File: src/rtl/vga_pkg.sv
// Shared types and 640x480@60 timing defaults for the VGA raster stage.
// Imported by the timing generator, its interface and the bench.
package vga_pkg;

  typedef logic [10:0] coord_t;
  typedef logic [11:0] rgb_t;

  localparam int unsigned DEF_CLK_DIV  = 4;
  localparam int unsigned DEF_H_ACTIVE = 640;
  localparam int unsigned DEF_H_FP     = 16;
  localparam int unsigned DEF_H_SYNC   = 96;
  localparam int unsigned DEF_H_BP     = 48;
  localparam int unsigned DEF_V_ACTIVE = 480;
  localparam int unsigned DEF_V_FP     = 10;
  localparam int unsigned DEF_V_SYNC   = 2;
  localparam int unsigned DEF_V_BP     = 33;
  localparam int unsigned DEF_FB_LAT   = 1;

  localparam int unsigned H_TOTAL =
    DEF_H_ACTIVE + DEF_H_FP + DEF_H_SYNC + DEF_H_BP;
  localparam int unsigned V_TOTAL =
    DEF_V_ACTIVE + DEF_V_FP + DEF_V_SYNC + DEF_V_BP;

  localparam int unsigned H_SYNC_START = DEF_H_ACTIVE + DEF_H_FP;
  localparam int unsigned H_SYNC_END   = H_SYNC_START + DEF_H_SYNC;
  localparam int unsigned V_SYNC_START = DEF_V_ACTIVE + DEF_V_FP;
  localparam int unsigned V_SYNC_END   = V_SYNC_START + DEF_V_SYNC;

  // Half-open window test: lo <= v < hi.
  function automatic logic in_win(coord_t v, coord_t lo, coord_t hi);
    return (v >= lo) && (v < hi);
  endfunction

endpackage

File: src/rtl/vga_timing_gen_if.sv
// Framebuffer read bus: pixel tick, scan coordinates, read strobe, colour.
// master = timing generator, slave = framebuffer.
interface vga_timing_gen_if;
  import vga_pkg::*;

  logic   pix_en_o;
  coord_t pix_x_o;
  coord_t pix_y_o;
  logic   rd_req_o;
  rgb_t   rgb_i;

  modport master (
    output pix_en_o, pix_x_o, pix_y_o, rd_req_o,
    input  rgb_i
  );

  modport slave (
    input  pix_en_o, pix_x_o, pix_y_o, rd_req_o,
    output rgb_i
  );

endinterface

File: src/rtl/vga_align_dly.sv
// DEPTH-stage register chain (DEPTH=0 is a wire), sync reset to RST_VAL.
// Ports: clk_i, rst_i, i_d (W bits in), o_q (W bits out).
module vga_align_dly #(
  parameter int unsigned DEPTH = 1,
  parameter int unsigned W     = 1,
  parameter logic [W-1:0] RST_VAL = '0
) (
  input  logic         clk_i,
  input  logic         rst_i,
  input  logic [W-1:0] i_d,
  output logic [W-1:0] o_q
);

  if (DEPTH == 0) begin : g_pass
    logic w_unused;
    assign w_unused = clk_i ^ rst_i;
    assign o_q = i_d;
  end else begin : g_chain
    logic [W-1:0] r_pipe [DEPTH];

    always_ff @(posedge clk_i) begin
      if (rst_i) begin
        for (int i = 0; i < int'(DEPTH); i++)
          r_pipe[i] <= RST_VAL;
      end else begin
        r_pipe[0] <= i_d;
        for (int i = 1; i < int'(DEPTH); i++)
          r_pipe[i] <= r_pipe[i-1];
      end
    end

    assign o_q = r_pipe[DEPTH-1];
  end

endmodule

File: src/rtl/vga_timing_gen.sv
// VGA raster timing: pixel divider, x/y scan counters, sync/blank
// realigned to framebuffer latency. Ports: clk_i, rst_i, fb (read bus),
// frame_start_o, vga_hs_o, vga_vs_o, active_o, rgb_o.
module vga_timing_gen
  import vga_pkg::*;
#(
  parameter int unsigned CLK_DIV  = DEF_CLK_DIV,
  parameter int unsigned H_ACTIVE = DEF_H_ACTIVE,
  parameter int unsigned H_FP     = DEF_H_FP,
  parameter int unsigned H_SYNC   = DEF_H_SYNC,
  parameter int unsigned H_BP     = DEF_H_BP,
  parameter int unsigned V_ACTIVE = DEF_V_ACTIVE,
  parameter int unsigned V_FP     = DEF_V_FP,
  parameter int unsigned V_SYNC   = DEF_V_SYNC,
  parameter int unsigned V_BP     = DEF_V_BP,
  parameter bit          SYNC_POL = 1'b0,
  parameter int unsigned FB_LAT   = DEF_FB_LAT
) (
  input  logic             clk_i,
  input  logic             rst_i,
  vga_timing_gen_if.master fb,
  output logic             frame_start_o,
  output logic             vga_hs_o,
  output logic             vga_vs_o,
  output logic             active_o,
  output rgb_t             rgb_o
);

  localparam int unsigned H_TOT = H_ACTIVE + H_FP + H_SYNC + H_BP;
  localparam int unsigned V_TOT = V_ACTIVE + V_FP + V_SYNC + V_BP;

  if (CLK_DIV < 1) begin : g_bad_div
    $error("CLK_DIV must be at least 1");
  end
  if (FB_LAT > 4) begin : g_bad_lat
    $error("FB_LAT must be in 0..4");
  end
  if (H_TOT >= 2048 || V_TOT >= 2048) begin : g_bad_tot
    $error("timing totals must fit 11-bit counters");
  end

  localparam int unsigned DW = (CLK_DIV > 1) ? $clog2(CLK_DIV) : 1;
  localparam logic [DW-1:0] DIV_MAX = DW'(CLK_DIV - 1);

  localparam coord_t H_MAX = coord_t'(H_TOT - 1);
  localparam coord_t V_MAX = coord_t'(V_TOT - 1);
  localparam coord_t HA_C  = coord_t'(H_ACTIVE);
  localparam coord_t VA_C  = coord_t'(V_ACTIVE);
  localparam coord_t HS_LO = coord_t'(H_ACTIVE + H_FP);
  localparam coord_t HS_HI = coord_t'(H_ACTIVE + H_FP + H_SYNC);
  localparam coord_t VS_LO = coord_t'(V_ACTIVE + V_FP);
  localparam coord_t VS_HI = coord_t'(V_ACTIVE + V_FP + V_SYNC);

  localparam logic ON  = SYNC_POL;
  localparam logic OFF = ~SYNC_POL;

  logic [DW-1:0] r_div;
  coord_t        r_x;
  coord_t        r_y;
  logic          w_tick;
  logic          w_pix_en;
  logic          w_vis;
  logic          w_hs_raw;
  logic          w_vs_raw;
  logic [2:0]    w_dly;
  logic          r_hs;
  logic          r_vs;
  logic          r_act;
  rgb_t          r_rgb;

  assign w_tick = (r_div == DIV_MAX);
  // Gated so the tick stays low while reset is held even when CLK_DIV=1.
  assign w_pix_en = w_tick & ~rst_i;

  always_ff @(posedge clk_i) begin
    if (rst_i) begin
      r_div <= '0;
      r_x   <= '0;
      r_y   <= '0;
    end else if (w_tick) begin
      r_div <= '0;
      if (r_x == H_MAX) begin
        r_x <= '0;
        r_y <= (r_y == V_MAX) ? '0 : r_y + 11'd1;
      end else begin
        r_x <= r_x + 11'd1;
      end
    end else begin
      r_div <= r_div + DW'(1);
    end
  end

  assign w_vis    = (r_x < HA_C) && (r_y < VA_C);
  assign w_hs_raw = in_win(r_x, HS_LO, HS_HI) ? ON : OFF;
  assign w_vs_raw = in_win(r_y, VS_LO, VS_HI) ? ON : OFF;

  // FB_LAT stages here line the active flag up with returning rgb_i.
  vga_align_dly #(
    .DEPTH   (FB_LAT),
    .W       (3),
    .RST_VAL ({OFF, OFF, 1'b0})
  ) u_dly (
    .clk_i (clk_i),
    .rst_i (rst_i),
    .i_d   ({w_hs_raw, w_vs_raw, w_vis}),
    .o_q   (w_dly)
  );

  // Final stage shared by sync, active and colour so all move together.
  always_ff @(posedge clk_i) begin
    if (rst_i) begin
      r_hs  <= OFF;
      r_vs  <= OFF;
      r_act <= 1'b0;
      r_rgb <= '0;
    end else begin
      r_hs  <= w_dly[2];
      r_vs  <= w_dly[1];
      r_act <= w_dly[0];
      r_rgb <= w_dly[0] ? fb.rgb_i : '0;
    end
  end

  assign fb.pix_en_o  = w_pix_en;
  assign fb.pix_x_o   = r_x;
  assign fb.pix_y_o   = r_y;
  assign fb.rd_req_o  = w_pix_en & w_vis;
  assign frame_start_o = w_pix_en & (r_x == '0) & (r_y == '0);
  assign vga_hs_o     = r_hs;
  assign vga_vs_o     = r_vs;
  assign active_o     = r_act;
  assign rgb_o        = r_rgb;

endmodule

File: src/flat_wrapper.sv
// flat-port wrapper written by rule: the top's interface ports become plain ports
module vga_timing_gen_flat import vga_pkg::*;
#(
  parameter int unsigned CLK_DIV  = DEF_CLK_DIV,
  parameter int unsigned H_ACTIVE = DEF_H_ACTIVE,
  parameter int unsigned H_FP     = DEF_H_FP,
  parameter int unsigned H_SYNC   = DEF_H_SYNC,
  parameter int unsigned H_BP     = DEF_H_BP,
  parameter int unsigned V_ACTIVE = DEF_V_ACTIVE,
  parameter int unsigned V_FP     = DEF_V_FP,
  parameter int unsigned V_SYNC   = DEF_V_SYNC,
  parameter int unsigned V_BP     = DEF_V_BP,
  parameter bit          SYNC_POL = 1'b0,
  parameter int unsigned FB_LAT   = DEF_FB_LAT
)
  (clk_i, rst_i, frame_start_o, vga_hs_o, vga_vs_o, active_o, rgb_o, fb_pix_en_o, fb_pix_x_o, fb_pix_y_o, fb_rd_req_o, fb_rgb_i);
  vga_timing_gen_if fb_i ();
  input  logic clk_i;
  input  logic rst_i;
  output logic frame_start_o;
  output logic vga_hs_o;
  output logic vga_vs_o;
  output logic active_o;
  output rgb_t rgb_o;
  output wire logic [$bits(fb_i.pix_en_o)-1:0] fb_pix_en_o;
  output wire logic [$bits(fb_i.pix_x_o)-1:0] fb_pix_x_o;
  output wire logic [$bits(fb_i.pix_y_o)-1:0] fb_pix_y_o;
  output wire logic [$bits(fb_i.rd_req_o)-1:0] fb_rd_req_o;
  input wire logic [$bits(fb_i.rgb_i)-1:0] fb_rgb_i;
  assign fb_pix_en_o = fb_i.pix_en_o;
  assign fb_pix_x_o = fb_i.pix_x_o;
  assign fb_pix_y_o = fb_i.pix_y_o;
  assign fb_rd_req_o = fb_i.rd_req_o;
  assign fb_i.rgb_i = fb_rgb_i;
  vga_timing_gen #(.CLK_DIV(CLK_DIV), .H_ACTIVE(H_ACTIVE), .H_FP(H_FP), .H_SYNC(H_SYNC), .H_BP(H_BP), .V_ACTIVE(V_ACTIVE), .V_FP(V_FP), .V_SYNC(V_SYNC), .V_BP(V_BP), .SYNC_POL(SYNC_POL), .FB_LAT(FB_LAT)) u_core (.clk_i(clk_i), .rst_i(rst_i), .fb(fb_i), .frame_start_o(frame_start_o), .vga_hs_o(vga_hs_o), .vga_vs_o(vga_vs_o), .active_o(active_o), .rgb_o(rgb_o));
endmodule
File: config.mk
export PLATFORM = sky130hd
export DESIGN_NAME = vga_timing_gen_flat
export DESIGN_NICKNAME = d
export VERILOG_FILES = /design/src/rtl/vga_pkg.sv /design/src/rtl/vga_timing_gen_if.sv /design/src/rtl/vga_align_dly.sv /design/src/rtl/vga_timing_gen.sv /design/src/flat_wrapper.sv
export SDC_FILE = /design/constraint.sdc
export NUM_CORES = 1
export LEC_CHECK = 0
export ABC_AREA = 1
export CORE_ASPECT_RATIO = 0.75
export CORE_MARGIN = 3
export CORE_UTILIZATION = 43
export CTS_CLUSTER_DIAMETER = 80
export CTS_CLUSTER_SIZE = 25
export DETAILED_ROUTE_END_ITERATION = 8
export PLACE_DENSITY = 0.83
export SLEW_MARGIN = 20
export SYNTH_ARGS = -nofsm -noshare
export SYNTH_HDL_FRONTEND = slang
export SYNTH_HIERARCHICAL = 1
export SYNTH_SLANG_ARGS = --single-unit
export TNS_END_PERCENT = 100
File: constraint.sdc
create_clock -name clk_i -period 1.35 [get_ports clk_i]
set_input_delay 0.3375 -clock clk_i [delete_from_list [all_inputs] [get_ports clk_i]]
set_output_delay 0.3375 -clock clk_i [all_outputs]
set_load 0.02 [all_outputs]
# == Word-level counts from Yosys, hierarchy flattened ==
# Memory sizes are Yosys's and may differ from the RTL's.
# Index checks and enable logic that the tools add are counted.
# W data, S select, Z words.
# classes
n_addsub,3
n_lt_le_gt_ge,6
eq_ne,3
muxes,9
bitwise,6
n_reduce_logical,9
# ops
operator,count
$add A11 B1 Y11 const B,2
$eq A11 B10 Y1 const B,2
$logic_not A11 Y1,2
$lt A11 B10 Y1 const B,2
$lt A11 B9 Y1 const B,2
$mux W11,2
$ge A11 B10 Y1 const B,1
$ge A11 B9 Y1 const B,1
$mux W1,6
$and A1 B1 Y1,4
$reduce_or A2 Y1,2
$logic_and A1 B1 Y1,3
$mux W3,1
$reduce_or A3 Y1,1
$add A2 B1 Y2 const B,1
$eq A2 B2 Y1 const B,1
$not A1 Y1,2
$reduce_and A2 Y1,1
# totals
regBits,39
ramBits,3
input_bits,14
out_inout_bits,40
word_cells,44
memories,1
# mem_list
memory,words,word_bits,read_ports,rd_ports_with_merged_regs,wr,line,text
u_core.u_dly.g_chain.r_pipe,1,3,1,0,1,vga_align_dly.sv:19,logic [W-1:0] r_pipe [DEPTH];

# == Longest topological paths before layout ==
# logic_depth
depth_word,4
depth_mapped,9
depth_no_buf,9

# == Modules after synthesis ==
# Netlist, hierarchy kept.
# modules_own_cells
mod,n_inst,cells_per_inst,area_per_inst_um2,seq_area_each_um2
vga_timing_gen,1,268,1910.6,780.7
vga_align_dly,1,10,86.3,60.1

# == Worst setup path after synthesis ==
# Ideal clock, no wire load.
# synth_timing
path_kind,flip-flop to output port
startpoint,register u_core.r_y[10] (netlist: u_core/fb.pix_y_o[10])
endpoint,output fb_rd_req_o
arrival_ns,1.307
required_ns,1.013
setup_slack_ns,-0.294
stages_incl_launch_ff,4
n_path_buf,0
cell_sequence,dfxtp_1 nor2_1 nand2_1 nor4_1
# synth_via
elab_chain_cells,3
# synth_rtl
element,line,text
"start, declared",vga_timing_gen.sv:59,coord_t r_y;
"start signal, assigned",vga_timing_gen.sv:84,r_y <= (r_y == V_MAX) ? '0 : r_y + 11'd1;
$lt A11 B9 Y1,vga_timing_gen.sv:93,assign w_vis = (r_x < HA_C) && (r_y < VA_C);
$logic_and A1 B1 Y1,vga_timing_gen.sv:93,
$and A1 B1 Y1,vga_timing_gen.sv:127,assign fb.rd_req_o = w_pix_en & w_vis;
"end, declared",flat_wrapper.sv:28,output wire logic [$bits(fb_i.rd_req_o)-1:0] fb_rd_req_o;
# No other way between the ends.

# == Worst setup path in the final report ==
# layout_timing
startpoint,register u_core.r_y[6] (netlist: u_core/fb.pix_y_o[6])
endpoint,output frame_start_o
# layout_via
elab_chain_cells,2
# layout_rtl
element,line,text
$logic_not A11 Y1,vga_timing_gen.sv:128,assign frame_start_o = w_pix_en & (r_x == '0) & (r_y == '0);
$and A1 B1 Y1,vga_timing_gen.sv:128,
"end, declared",flat_wrapper.sv:20,output logic frame_start_o;
# No other way between the ends.

==> reports/qor.csv <==
stage,metric,value,unit
run_status,status,finished with violations,
run_status,violated checks,setup timing,
sta,Worst-Margin Slew,0.326,ns
sta,Final min period,1.80,ns
die,Initial Util,46.9,%
die,die area,5510,um^2
clock_tree,cts hold-fix bufs,0,
setup_path,Setup CP Type,flip-flop to output pin,
setup_path,max incr delay on CP,0.33,ns
route,1st-pass router iterations,5,
grt,remaining global-route overflow,0,
grt,first-pass GRT wire length,11.3,mm
cells_and_area,final core occ,83.7,%
cells_and_area,Layout area overhead,78.4,%
setup_path,critical path required time,1.01,ns
clock_tree,clk root buf,clkbuf_8,
setup_path,WP data arrival,1.46,ns
power,Max VDD drop,0.529,mV
logic_synthesis,synthesized area per cell,7.18,um^2
placed_design,# placed instances,432,
clock_tree,cts bufs inserted,5,
sta,Final Hold Viols,0,
placed_design,pre-CTS setup slack,-0.875,ns
setup_path,crit-path leading delay family,simple AND/OR/NAND/NOR gates,
logic_synthesis,top area cells in the synthesized netlist,"dfxtp_1 42%, nand2_1 11%, nor2_1 9.8%",
setup_path,Worst setup SP type,flip-flop,
route,Detail Route Antenna Nets,0,
placed_design,I/O Buffers,53,
grt,vias in the first global route,2387,
sta,Rel. slew slack,78.1,%
logic_synthesis,Syn Std Cell Area,2000,um^2
grt,initial antenna violation count,0,
route,final WL,8.77,mm
cells_and_area,layout cells sized above 1,50.6,%
cells_and_area,# nets final,421,
grt,Total GRT Usage,26.0,%
logic_synthesis,Synth Instances,278,
sta,Fmax,0.555,GHz
placed_design,"Cell Area, Placed",3030,um^2
route,Post-route DRC,0,
cells_and_area,Post-Layout Cell Count,458,
route,DR WL/cell,19.1,um
sta,Hold Slack,0.407,ns
run,max_cap viols,0,
clock_tree,clk buf depth,2,
logic_synthesis,Yosys top cell by area,dfxtp_1,
grt,pin count of the biggest net entering global routing,14,
sta,fin. max-slew vios,0,
setup_path,WP buf/inv,1,
die,Site Rows,20,
clock_tree,TritonCTS clock tree,built,
sta,final count of negative-setup-slack endpoints,27,
logic_synthesis,"Distinct cells, synth",26,
sta,Final Cycle Share,133,%
placed_design,RePlAce Congestion,0.894,
sta,PnR worst setup slack,-0.450,ns
logic_synthesis,post-synth top area share,42.1,%
die,chip height,65.0,um
route,routed vias,2531,
route,drt initial violations,289,
placed_design,dpl hpwl,4.16,mm
setup_path,highest-delay cell along the critical path,dfxtp_1,
die,CORE AREA,4250,um^2
power,Pwr per Cell Area,714,nW/um^2
sta,RSZ-0062 raised after global routing,yes,
logic_synthesis,number of synthesized register bits,42,
setup_path,CP max FO,2,
setup_path,most frequent cell on the critical path,nand2_2,
setup_path,Worst setup EP type,output pin,
cells_and_area,Final Instance Area,3560,um^2
clock_tree,clock sink count,42,
power,Leak Pwr,1.82,nW
cells_and_area,diode count,0,
cells_and_area,FILL cells,214,
sta,clk_skew,0.0118,ns
clock_tree,latest clock arrival within the worst-skew pair,0.30,ns
logic_synthesis,Syn. warnings,6,
min_path,Hold Path Class,flip-flop to flip-flop,
clock_tree,clock-pin slew of the registers on the worst-case setup and hold paths,0.09,ns
setup_path,CP Cell Sequence,"nor2_2, nand2_2, nor4_4, nand2_2, nor2_4, buf_6",
die,io pins,54,
route,routed vias/inst,5.53,
logic_synthesis,sequential share of the synthesized area,42.1,%
logic_synthesis,post-synth net total,297,
clock_tree,H-tree levels,2,
die,die width,84.7,um
[routing by layer]
layer  share of wire (%)  track usage, %
met1                  35            29.7
met2                  50            48.5
met3                 9.2            4.96
met4                 6.2            8.89
met5                   0               0
[worst paths after layout]
kind / from / end / slack [ns] / depth (start not counted)
setup / recovery: u_core/fb.pix_y_o[6] / frame_start_o / -0.45 / 6
hold / removal: u_core/u_dly/g_chain.r_pipe[0][1] / u_core/vga_vs_o / 0.41 / 1
setup reg to reg: u_core/fb.pix_x_o[1] / u_core/fb.pix_y_o[10] / -0.31 / 9
hold reg to reg: u_core/u_dly/g_chain.r_pipe[0][1] / u_core/vga_vs_o / 0.41 / 1
[cells in the final DEF (no fill, tap or decap), drive strengths merged, types with 3 or more instances in the layout]
cell           Yosys  routed
nor4               4       4
dlygate4sd2        0      17
clkdlybuf4s50      0      12
or2                3       3
xor2               3       3
nand2             66      66
nand3             20      20
o21ai              6       6
nor3               4       4
o21bai             3       3
a21oi              9       9
buf                4      93
nor2              55      56
inv               49      49
dfxtp             42      42
clkbuf             2       5
ha                 5       5
[through the flow]
step	TNS [ns]	power, mW
after floorplan	-0.145	1.39
after global routing	-5.88	2.62
after CTS	-2.37	2.51
final	-4.60	2.54
after detailed placement	-6.65	1.53
after global placement	-5.81	1.52
[state kept, by name (all words and copies together) (netlist names)]
signal / count
u_core/r_div: 2
u_core/fb.pix_y_o: 11
u_core/fb.pix_x_o: 11
u_core/active_o: 1
u_core/rgb_o: 12
u_core/vga_hs_o: 1
u_core/u_dly/g_chain.r_pipe: 3
u_core/vga_vs_o: 1
[repair_timing]
action	CTS	global route
gates cloned	1	0
hold endpoints to repair	0	0
buffers inserted	14	10
gates resized for setup	175	62
endpoints found under the setup margin	60	33
pin swaps	26	36
[cells by family after synthesis]
logic type                 after synthesis  synth area share, %
xor gates and xnor gates                 3                 1.32
AOI/OAI and AO/OA                       19                 6.27
adders and majority gates                5                 3.13
and+or+nand+nor                        154                 35.8
buffers and inverters                   55                 11.3
DFF                                     42                 42.1
[synth_stat cells (all sizes together)]
master	n
ha	5
nor2	55
nand2	66
nand3	20
dfxtp	42
nor3	4
o21ai	6
xor2	3
inv	49
a21oi	9
o22ai	1
buf	4
o21bai	3
nand4	2
nor4	4
clkbuf	2
or2	3
[power breakdown]
group          internal (mW)  switching (mW)  total [mW]
registers               1.26          0.0148        1.27
clock network          0.545           0.442       0.987
logic                  0.133           0.149       0.283
total                   1.94           0.606        2.54
[area by class of cell]
class	count	area (um^2)	area share, %
clock buffers	5	68.8	1.93
repair buffers	122	1030	29.0
clock inverters	3	40.0	1.12
well taps	55	68.8	1.93
inverters	49	201	5.66
flip-flops and latches	42	871	24.4
multi-input cells	182	1280	35.9
Power figures use the tool's default switching activity.
